`src/rtl/simon_seq_player.sv`:
```
// Simon Says sequence store and playback: appends one LFSR-derived colour
// per round, then replays the whole sequence on four one-hot LEDs.
//
// Ports:
//   clk, rst_n    clock, asynchronous active-low reset
//   lfsr_val      current LFSR output; colour = val[1:0] ^ val[7:6]
//   lfsr_valid    lfsr_val usable this cycle (only looked at in APPEND)
//   start_round   pulse: append a colour (unless full) then replay
//   clear         synchronous: drop the sequence and return to IDLE
//   rd_idx        checker read index
//   rd_color      stored colour at rd_idx (combinational)
//   led           registered one-hot colour, 0 = dark
//   playing       high in APPEND, ON and OFF
//   done          one-cycle pulse when playback ends
//   seq_len       number of stored colours
//   full          seq_len == MAX_LEN
module simon_seq_player #(
    parameter int MAX_LEN    = 16,
    parameter int ON_CYCLES  = 4,
    parameter int OFF_CYCLES = 2
) (
    input  logic                           clk,
    input  logic                           rst_n,
    input  logic [7:0]                     lfsr_val,
    input  logic                           lfsr_valid,
    input  logic                           start_round,
    input  logic                           clear,
    input  logic [$clog2(MAX_LEN)-1:0]     rd_idx,
    output logic [1:0]                     rd_color,
    output logic [3:0]                     led,
    output logic                           playing,
    output logic                           done,
    output logic [$clog2(MAX_LEN+1)-1:0]   seq_len,
    output logic                           full
);

    localparam int IW   = $clog2(MAX_LEN);
    localparam int LW   = $clog2(MAX_LEN + 1);
    localparam int CMAX = (ON_CYCLES > OFF_CYCLES) ? ON_CYCLES : OFF_CYCLES;
    localparam int CW   = $clog2(CMAX + 1);

    localparam logic [CW-1:0] ON_LOAD  = CW'(ON_CYCLES - 1);
    localparam logic [CW-1:0] OFF_LOAD = CW'(OFF_CYCLES - 1);

    typedef enum logic [2:0] {
        S_IDLE,
        S_APPEND,
        S_ON,
        S_OFF,
        S_DONE
    } state_t;

    state_t          state_q, state_d;
    logic [IW-1:0]   idx_q, idx_d;
    logic [CW-1:0]   cnt_q, cnt_d;
    logic [LW-1:0]   seq_len_q, seq_len_d;
    logic [3:0]      led_q, led_d;
    logic [1:0]      mem_q [MAX_LEN];

    logic            we;
    logic [IW-1:0]   wr_idx;
    logic [1:0]      new_color;
    logic [1:0]      col_nxt;
    logic            full_w;
    logic            last_w;
    logic            unused_lfsr;

    assign new_color   = lfsr_val[1:0] ^ lfsr_val[7:6];
    assign unused_lfsr = ^lfsr_val[5:2];
    assign wr_idx      = IW'(seq_len_q);
    assign full_w      = (seq_len_q == LW'(MAX_LEN));
    assign last_w      = (LW'(idx_q) == (seq_len_q - LW'(1)));

    always_comb begin
        state_d   = state_q;
        idx_d     = idx_q;
        cnt_d     = cnt_q;
        seq_len_d = seq_len_q;
        we        = 1'b0;
        if (clear) begin
            state_d   = S_IDLE;
            idx_d     = '0;
            cnt_d     = '0;
            seq_len_d = '0;
        end else begin
            unique case (state_q)
                S_IDLE: begin
                    if (start_round) begin
                        if (!full_w) begin
                            state_d = S_APPEND;
                        end else begin
                            state_d = S_ON;
                            idx_d   = '0;
                            cnt_d   = ON_LOAD;
                        end
                    end
                end
                S_APPEND: begin
                    if (lfsr_valid) begin
                        we        = 1'b1;
                        seq_len_d = seq_len_q + LW'(1);
                        idx_d     = '0;
                        cnt_d     = ON_LOAD;
                        state_d   = S_ON;
                    end
                end
                S_ON: begin
                    if (cnt_q == '0) begin
                        state_d = S_OFF;
                        cnt_d   = OFF_LOAD;
                    end else begin
                        cnt_d = cnt_q - CW'(1);
                    end
                end
                S_OFF: begin
                    if (cnt_q != '0) begin
                        cnt_d = cnt_q - CW'(1);
                    end else if (last_w) begin
                        state_d = S_DONE;
                        cnt_d   = '0;
                    end else begin
                        state_d = S_ON;
                        idx_d   = idx_q + IW'(1);
                        cnt_d   = ON_LOAD;
                    end
                end
                S_DONE: begin
                    state_d = S_IDLE;
                end
                default: begin
                    state_d = S_IDLE;
                end
            endcase
        end
    end

    // The colour being appended this cycle is not in memory yet, so
    // bypass it when it is also the first entry to be shown.
    always_comb begin
        col_nxt = mem_q[idx_d];
        if (we && (wr_idx == idx_d)) begin
            col_nxt = new_color;
        end
        led_d = (state_d == S_ON) ? (4'b0001 << col_nxt) : 4'b0000;
    end

    always_ff @(posedge clk or negedge rst_n) begin
        if (!rst_n) begin
            state_q   <= S_IDLE;
            idx_q     <= '0;
            cnt_q     <= '0;
            seq_len_q <= '0;
            led_q     <= '0;
        end else begin
            state_q   <= state_d;
            idx_q     <= idx_d;
            cnt_q     <= cnt_d;
            seq_len_q <= seq_len_d;
            led_q     <= led_d;
        end
    end

    always_ff @(posedge clk) begin
        if (we) begin
            mem_q[wr_idx] <= new_color;
        end
    end

    assign rd_color = mem_q[rd_idx];
    assign led      = led_q;
    assign playing  = (state_q == S_APPEND) || (state_q == S_ON)
                   || (state_q == S_OFF);
    assign done     = (state_q == S_DONE);
    assign seq_len  = seq_len_q;
    assign full     = full_w;

endmodule

```
`config.mk`:
```
export PLATFORM = sky130hd
export DESIGN_NAME = simon_seq_player
export DESIGN_NICKNAME = d
export VERILOG_FILES = /design/src/rtl/simon_seq_player.sv
export SDC_FILE = /design/constraint.sdc
export NUM_CORES = 1
export LEC_CHECK = 0
export CAP_MARGIN = 20
export CORE_UTILIZATION = 62
export DETAILED_ROUTE_END_ITERATION = 8
export GPL_ROUTABILITY_DRIVEN = 0
export PLACE_DENSITY = 0.93
export SYNTH_ARGS = -nofsm -noshare
export SYNTH_HDL_FRONTEND = slang
export SYNTH_SLANG_ARGS = --single-unit
export TNS_END_PERCENT = 30
```
`constraint.sdc`:
```
create_clock -name clk -period 10.21 [get_ports clk]
set_input_delay 2.042 -clock clk [delete_from_list [all_inputs] [get_ports clk]]
set_output_delay 2.042 -clock clk [all_outputs]
set_load 0.1 [all_outputs]
```
Word-level counts from Yosys, hierarchy flattened. Memory sizes are Yosys's and may differ from the RTL's. Cells that the tools add are included.

Flip-flop bits (word level): 19. RAM bits: 32. ROM bits: 0. Bits in latches: 0. Logic and storage cells: 67. Memories kept: 1. Input port bits: 17.

Memories: mem_q (depth 16, width 2, read ports 2, clocked after memory_dff 0, wr ports 1, RTL line 58) `logic [1:0] mem_q [MAX_LEN];`.

$add $sub $neg: 4. Reduce and logical (&&, ||, !) cells: 11. Divide/modulo/power cells: 0. Multiply operators: 0. Shift-type cells: 1. Muxes and demuxes: 33. Eq/ne operators: 11. Bitwise gates (word level): 1. $lt $le $gt $ge: 0.

Operators with widths (count): $mux W3 (12); $mux W4 (7); $pmux W3 S4 (2); $mux W5 (3); $pmux W4 S3 (1); $eq A3 B2 Y1 const B (3); $ne A3 B3 Y1 const B (3); $logic_not A3 Y1 (2); $mux W2 (3); $add A5 B1 Y5 const B (1); $eq A4 B5 Y1 (1); $eq A5 B5 Y1 const B (1); $mux W1 (5); $reduce_bool A5 Y1 (1); $sub A5 B1 Y5 const B (1); $add A4 B1 Y4 const B (1); $eq A4 B4 Y1 (1); $reduce_and A4 Y1 (1); $reduce_bool A2 Y1 (2); $shl A1 B2 Y4 const A (1); $eq A3 B1 Y1 const B (1); $eq A3 B3 Y1 const B (1); $reduce_bool A3 Y1 (1); $sub A3 B1 Y3 const B (1); other kinds (4) (5).

Logic depth before layout (Yosys ltp). Gate-level depths: netlist of run 1.

Depth after elaboration: 11. Gate-level depth with buffers: 14. Mapped depth without buffers: 13.

Worst setup path before layout of run 1. OpenSTA, ideal clock, no wires.

Kind: input -> output. From: in rd_idx[0]. To: out rd_color[0]. Buffers on the path: 1. Slack: 4.406 ns. Arrival time: 3.762 ns. Required time: 8.168 ns. Stages on the path: 3. Cells stage by stage: clkbuf_1 -> mux4_2 -> mux4_2.

Longest elaborated chain between the ends: 1.

Ends and longest elaborated chain: start: declaration (RTL line 28) `input logic [$clog2(MAX_LEN)-1:0] rd_idx,`; $mem_v2 Z16 W2; end: declaration (RTL line 29) `output logic [1:0] rd_color,`.

Every way passes these cells.

Worst setup path in the final report of run 1.
From: in rd_idx[0]. To: out rd_color[1].

The elaborated chain is that of the path after synthesis.

==> results of run 1 <==
-- kinds of logic (layout without fill, tap and decap cells) --
kind of cell | Yosys count | count (layout) | synth area share [%]
AOI/OAI and AO/OA | 41 | 41 | 9.89
xor gates and xnor gates | 13 | 13 | 3.69
adders and majority gates | 8 | 8 | 3.24
buffers and inverters | 23 | 44 | 3.69
DFF | 51 | 51 | 46.6
muxes | 25 | 25 | 12.3
and+or+nand+nor | 115 | 115 | 20.6
-- flip-flops by register name, indices dropped and copies added (netlist names) --
signal,count
cnt_q,3
idx_q,4
led,4
mem_q,32
seq_len,5
state_q,3
-- per-stage QoR --
step | hold WS, ns | setup WS, ns
finish | 0.573 | 3.14
CTS | 0.572 | 3.19
global placement | 0.537 | 3.27
global route | 0.624 | 3.11
floorplan | 0.497 | 4.41
detailed placement | 0.555 | 3.19
-- cell usage in the layout, fill, tap and decap left out, drive strengths merged, types with 5 or more instances in the layout --
cell type / n
nor2: 22
mux2i: 14
mux4: 10
nand2: 16
o21ai: 12
nand3: 15
xnor2: 6
nor3: 9
ha: 8
inv: 8
dfrtp: 19
xor2: 7
clkdlybuf4s50: 26
nand4: 7
edfxtp: 32
nor2b: 6
clkbuf: 5
and2: 10
and3: 11
a21oi: 5
-- worst min-delay path by stage --
| stage | start | endpoint | slack, ns | cells after the start |
|---|---|---|---|---|
| final | cnt_q[1] | cnt_q[1] | 0.57 | 2 |
| after detailed placement | cnt_q[1] | cnt_q[1] | 0.56 | 2 |
| after floorplan | cnt_q[2] | cnt_q[2] | 0.50 | 2 |
| after global placement | cnt_q[2] | cnt_q[2] | 0.54 | 2 |
| after global routing | cnt_q[0] | cnt_q[0] | 0.62 | 2 |
| after CTS | cnt_q[1] | cnt_q[1] | 0.57 | 2 |
-- report_power, final --
part	switching [mW]	internal [mW]	total (mW)
Combinational	0.0567	0.0301	0.0868
Sequential	0.00608	0.225	0.231
Clock	0.0733	0.0509	0.124
Total	0.136	0.306	0.442
-- worst register-to-register path, cell delays in order, from the launching register on --
cell      delay [ns]
dfrtp_1         0.55
inv_1           0.15
ha_1            0.29
o21ba_1         0.20
a221o_1         0.41
a211o_1         0.42
a211oi_2        0.53
inv_2           0.26
mux2i_1         0.19
mux2i_1         0.21
mux2i_1         0.14
o22ai_1         0.31
inv_1           0.07
and3_1          0.16
-- final cells by class --
| type | instances | area [sq um] | share of cell area, % |
|---|---|---|---|
| multi-input cells | 202 | 1540 | 44.2 |
| repair buffers | 28 | 275 | 7.93 |
| clock inverters | 3 | 28.8 | 0.829 |
| clock buffers | 5 | 68.8 | 1.98 |
| flip-flops and latches | 51 | 1440 | 41.4 |
| inverters | 8 | 42.5 | 1.23 |
| well taps | 67 | 83.8 | 2.42 |
-- routing by layer --
| metal | wire, um | part of all wire, % | vias to the layer above |
|---|---|---|---|
| li1 | - | - | 1080 |
| met1 | 2770 | 39 | 1135 |
| met2 | 3450 | 48 | 177 |
| met3 | 728 | 10 | 33 |
| met4 | 221 | 3.1 | 0 |
| met5 | 0 | 0 | - |
==> flow_summary.json, run 1 <==
{
  "grt_pass1_vias": 2345,
  "cts_hold_buf": 0,
  "synth_area_sq_mm": 0.00309,
  "rows": 25,
  "ir_drop_mv": 0.0779,
  "worst_setup_path_start_kind": "input port",
  "use_met3_pct": 5.56,
  "antenna-diode-count": 0,
  "rsz0062_at_grt": "false",
  "dr.pass1.iters": 5,
  "ant_nets": 0,
  "crit_fanout": 8,
  "hold_violations": 0,
  "p_leak_nw": 1.28,
  "num_vias": 2425,
  "crit_family": "buffers and inverters",
  "fp.dieW_um": 72.5,
  "ys_seq_area_share_pct": 46.6,
  "synth_edf_count": 32,
  "drive_above_1_share_pct": 10.8,
  "grt_max_degree": 22,
  "cts_root_buffer": "clkbuf_8",
  "synth-main-ff-cell": "edfxtp_1",
  "drt_iter0_markers": 376,
  "die_height_um": 72.5,
  "cts-buffers-inserted": 5,
  "drv_cap": 0,
  "async_flop_share_pct": 37.3,
  "reg2reg_slack_ns": 6.20,
  "cts_setup_buffers": 0,
  "synth_nets": 301,
  "htreeDepth": 2,
  "use_met2_pct": 45.8,
  "grt_util_met1_pct": 40.3,
  "endpoint_kind": "primary output",
  "tightest_slew_ns": 0.968,
  "dp_cells": 356,
  "syn2layout_area_growth_pct": 12.5,
  "final_cells": 364,
  "fin_area_sq_mm": 0.00347,
  "yosysMostFrequentCell": "edfxtp_1",
  "fin_nets": 321,
  "synth_top_cell_area_share_pct": 31.1,
  "grt_antenna_before_repair": 0,
  "skew_ns": 0.0127,
  "cts_sinks": 51,
  "initial_core_util_pct": 64.9,
  "clk_latency_ns": 0.32,
  "clk_pin_slew_worst_paths_ns": 0.09,
  "crit_path_end": "rd_color[1]",
  "fmax_mhz": 141,
  "power.density_mw_per_mm2": 127,
  "cp.buffers_inverters": 2,
  "synth_common_cells": "edfxtp_1 (32), nor2_1 (22), dfrtp_1 (19)",
  "required_ns": 8.17,
  "viasPerCell": 6.66,
  "grt_pass1_wl_um": 11500,
  "clockBufferDepth": 2,
  "min_period_ns": 7.07,
  "synth_area_leaders": "edfxtp_1 (31%), dfrtp_1 (15%), mux4_2 (7.3%)",
  "setup_tns_ns": 0,
  "min_path_type": "reg2reg",
  "die_area_sq_mm": 0.00526,
  "path_class": "in2out",
  "setup_violations": 0,
  "place_area_sq_mm": 0.00337,
  "grt_use_total_pct": 29.3,
  "r2r_cells": 13,
  "cp_slowest_cell": "clkdlybuf4s50_1",
  "cts_tree": "yes",
  "hpwl_um": 5070,
  "rr_endpoint": "led[0]",
  "wl_per_cell_um": 19.7,
  "final_util_pct": 73.0,
  "path_cells": "clkdlybuf4s50_1 > mux4_2 > mux4_2 > clkdlybuf4s50_1",
  "postSynthCellCount": 276,
  "detail_route.drc_violations": 0,
  "crit_arrival_ns": 5.03,
  "numPortBuffers": 26,
  "io_pins": 31,
  "cp.depth": 4,
  "routed_wirelength_um": 7170,
  "startpoint": "rd_idx[0]",
  "total_power_mw": 0.442,
  "synth_seq_cells": 51,
  "fill_cells": 328,
  "max_stage_delay_ns": 0.98,
  "slew_headroom_pct": 35.3,
  "fin_crit_sh_pct": 69.2,
  "rr_startpoint": "seq_len[0]",
  "top_usage_layer": "met2",
  "yosysUniqueCellTypes": 53,
  "synth_largest_area_cell": "edfxtp_1",
  "drv_slew": 0,
  "cts_resized": 0,
  "status": "completed",
  "grt_overflow_total": 0,
  "ys.warnings.count": 0,
  "core_sq_mm": 0.00475,
  "avgSynthCellArea_sq_um": 11.2
}
Note: power is estimated with default switching activity, not from simulation.
==> run 2, diff against run 1 <==
Settings changed: CORE_UTILIZATION 62 to 57, PLACE_DENSITY 0.93 to 0.87.
Clock period 10.21 ns to 6.95 ns, I/O delays scaled along.
==> run 2 against run 1 <==
Compared with the run above:
- sequential power up 47%
- utilization decreased by 5.9 points
- non-clock buffer count is the same
- global-route usage fell by 4.9 points
- critical path depth stayed put
- clock skew grew 0.00088 ns
- sequential cell count is the same
- combinational power increased by 43%
- largest power group unchanged
- clock power rose by 49%
- die area up 8.5%
- register-to-register slack worse by 3.1 ns
- clock-buffer cell count stayed put
- largest cell class unchanged
==> flow_summary.json, run 2 (synthesis results as in run 1) <==
{
  "status": "completed",
  "fmax_mhz": 178,
  "detail_route.drc_violations": 0,
  "initial_core_util_pct": 59.7,
  "routed_wirelength_um": 6470,
  "final_cell_mix": "edfxtp_1 (32), clkdlybuf4s50_1 (26), nor2_1 (22), dfrtp_1 (19)",
  "ant_nets": 0,
  "cts_tree": "yes",
  "num_vias": 2317,
  "cts_root_buffer": "clkbuf_8",
  "core_sq_mm": 0.00517,
  "rr_startpoint": "seq_len[0]",
  "place_area_sq_mm": 0.00338,
  "top_usage_layer": "met2",
  "hpwl_um": 4760,
  "tightest_slew_ns": 0.971,
  "endpoint_kind": "primary output",
  "syn2layout_area_growth_pct": 12.5,
  "fin_area_sq_mm": 0.00347,
  "drive_above_1_share_pct": 10.8,
  "final_util_pct": 67.1,
  "top_register": "mem_q",
  "rr_endpoint": "led[0]",
  "fin_crit_sh_pct": 80.6,
  "cts_sinks": 51,
  "hold_violations": 0,
  "grt_antenna_before_repair": 0,
  "cts-buffers-inserted": 5,
  "total_power_mw": 0.649,
  "worst_setup_path_start_kind": "input port",
  "grt_max_degree": 22,
  "numPortBuffers": 26,
  "die_area_sq_mm": 0.00571,
  "htreeDepth": 2,
  "cts_resized": 0,
  "min_path_cells": 2,
  "min_period_ns": 5.60,
  "die_height_um": 75.6,
  "crit_arrival_ns": 4.21,
  "fp.dieW_um": 75.6,
  "rsz0062_at_grt": "false",
  "grt_pass1_wl_um": 10100,
  "path_class": "in2out",
  "drv_cap": 0,
  "min_path_type": "reg2reg",
  "io_pins": 31,
  "antenna-diode-count": 0,
  "viasPerCell": 6.31,
  "fill_cells": 386,
  "ir_drop_mv": 0.121,
  "slew_headroom_pct": 35.1,
  "cts_hold_buf": 0,
  "largest_reg_flops": 32,
  "min_from": "cnt_q[1]",
  "clk_pin_slew_worst_paths_ns": 0.10,
  "holdPathEnd": "cnt_q[1]",
  "grt_pass1_vias": 2079,
  "grt_util_met1_pct": 35.7,
  "skew_ns": 0.0136,
  "clk_latency_ns": 0.32,
  "setup_tns_ns": 0,
  "drt_iter0_markers": 219,
  "layout_commonest_cell": "edfxtp_1",
  "grt_overflow_total": 0,
  "dr.pass1.iters": 4,
  "crit_fanout": 8,
  "setup_violations": 0,
  "reg2reg_slack_ns": 3.13,
  "rows": 26,
  "wl_per_cell_um": 17.6,
  "fin_nets": 321,
  "required_ns": 5.56,
  "grt_use_total_pct": 24.4,
  "power.density_mw_per_mm2": 187,
  "cts_setup_buffers": 0,
  "use_met3_pct": 2.78,
  "p_leak_nw": 1.28,
  "clockBufferDepth": 2,
  "use_met2_pct": 38.1,
  "drv_slew": 0,
  "r2r_cells": 13
}
==> run 2: worst max-delay path by stage <==
stage / startpoint / end / slack (ns) / cells after the start
after floorplan: rd_idx[0] / rd_color[0] / 2.45 / 3
after global placement: rd_idx[0] / rd_color[0] / 1.32 / 4
after detailed placement: rd_idx[0] / rd_color[0] / 1.31 / 4
after CTS: rd_idx[0] / rd_color[0] / 1.31 / 4
after global routing: rd_idx[0] / rd_color[1] / 1.22 / 4
final: rd_idx[0] / rd_color[0] / 1.35 / 4
==> run 2: critical path: stages <==
cell and delay, ns:
clkdlybuf4s50_1 0.79, mux4_2 0.57, mux4_2 0.48, clkdlybuf4s50_1 0.98
==> run 2: layer usage <==
layer | share of wire [%] | routed length [um]
met1 | 46 | 3010
met2 | 47 | 3040
met3 | 4.9 | 314
met4 | 1.7 | 112
met5 | 0 | 0
==> run 2: report_power, final <==
part	internal, mW	switching (mW)	total, mW
logic	0.0440	0.0805	0.124
registers	0.331	0.00866	0.340
clock network	0.0743	0.111	0.185
total	0.449	0.200	0.649
==> run 2: final cells by class <==
cell class              count  area (sq um)  share of cell area (%)
clock buffers               5          68.8                    1.98
clock inverters             3          26.3                   0.757
well taps                  70          87.6                    2.52
multi-input cells         202          1540                    44.2
repair buffers             28           275                    7.93
inverters                   8          42.5                    1.23
flip-flops and latches     51          1440                    41.4
==> run 2: per-stage QoR <==
step	hold slack [ns]	cells	setup WS, ns
after floorplan	0.497	276	2.45
after global placement	0.539	359	1.32
after detailed placement	0.547	359	1.31
after CTS	0.565	367	1.31
after global routing	0.612	367	1.22
final	0.565	367	1.35
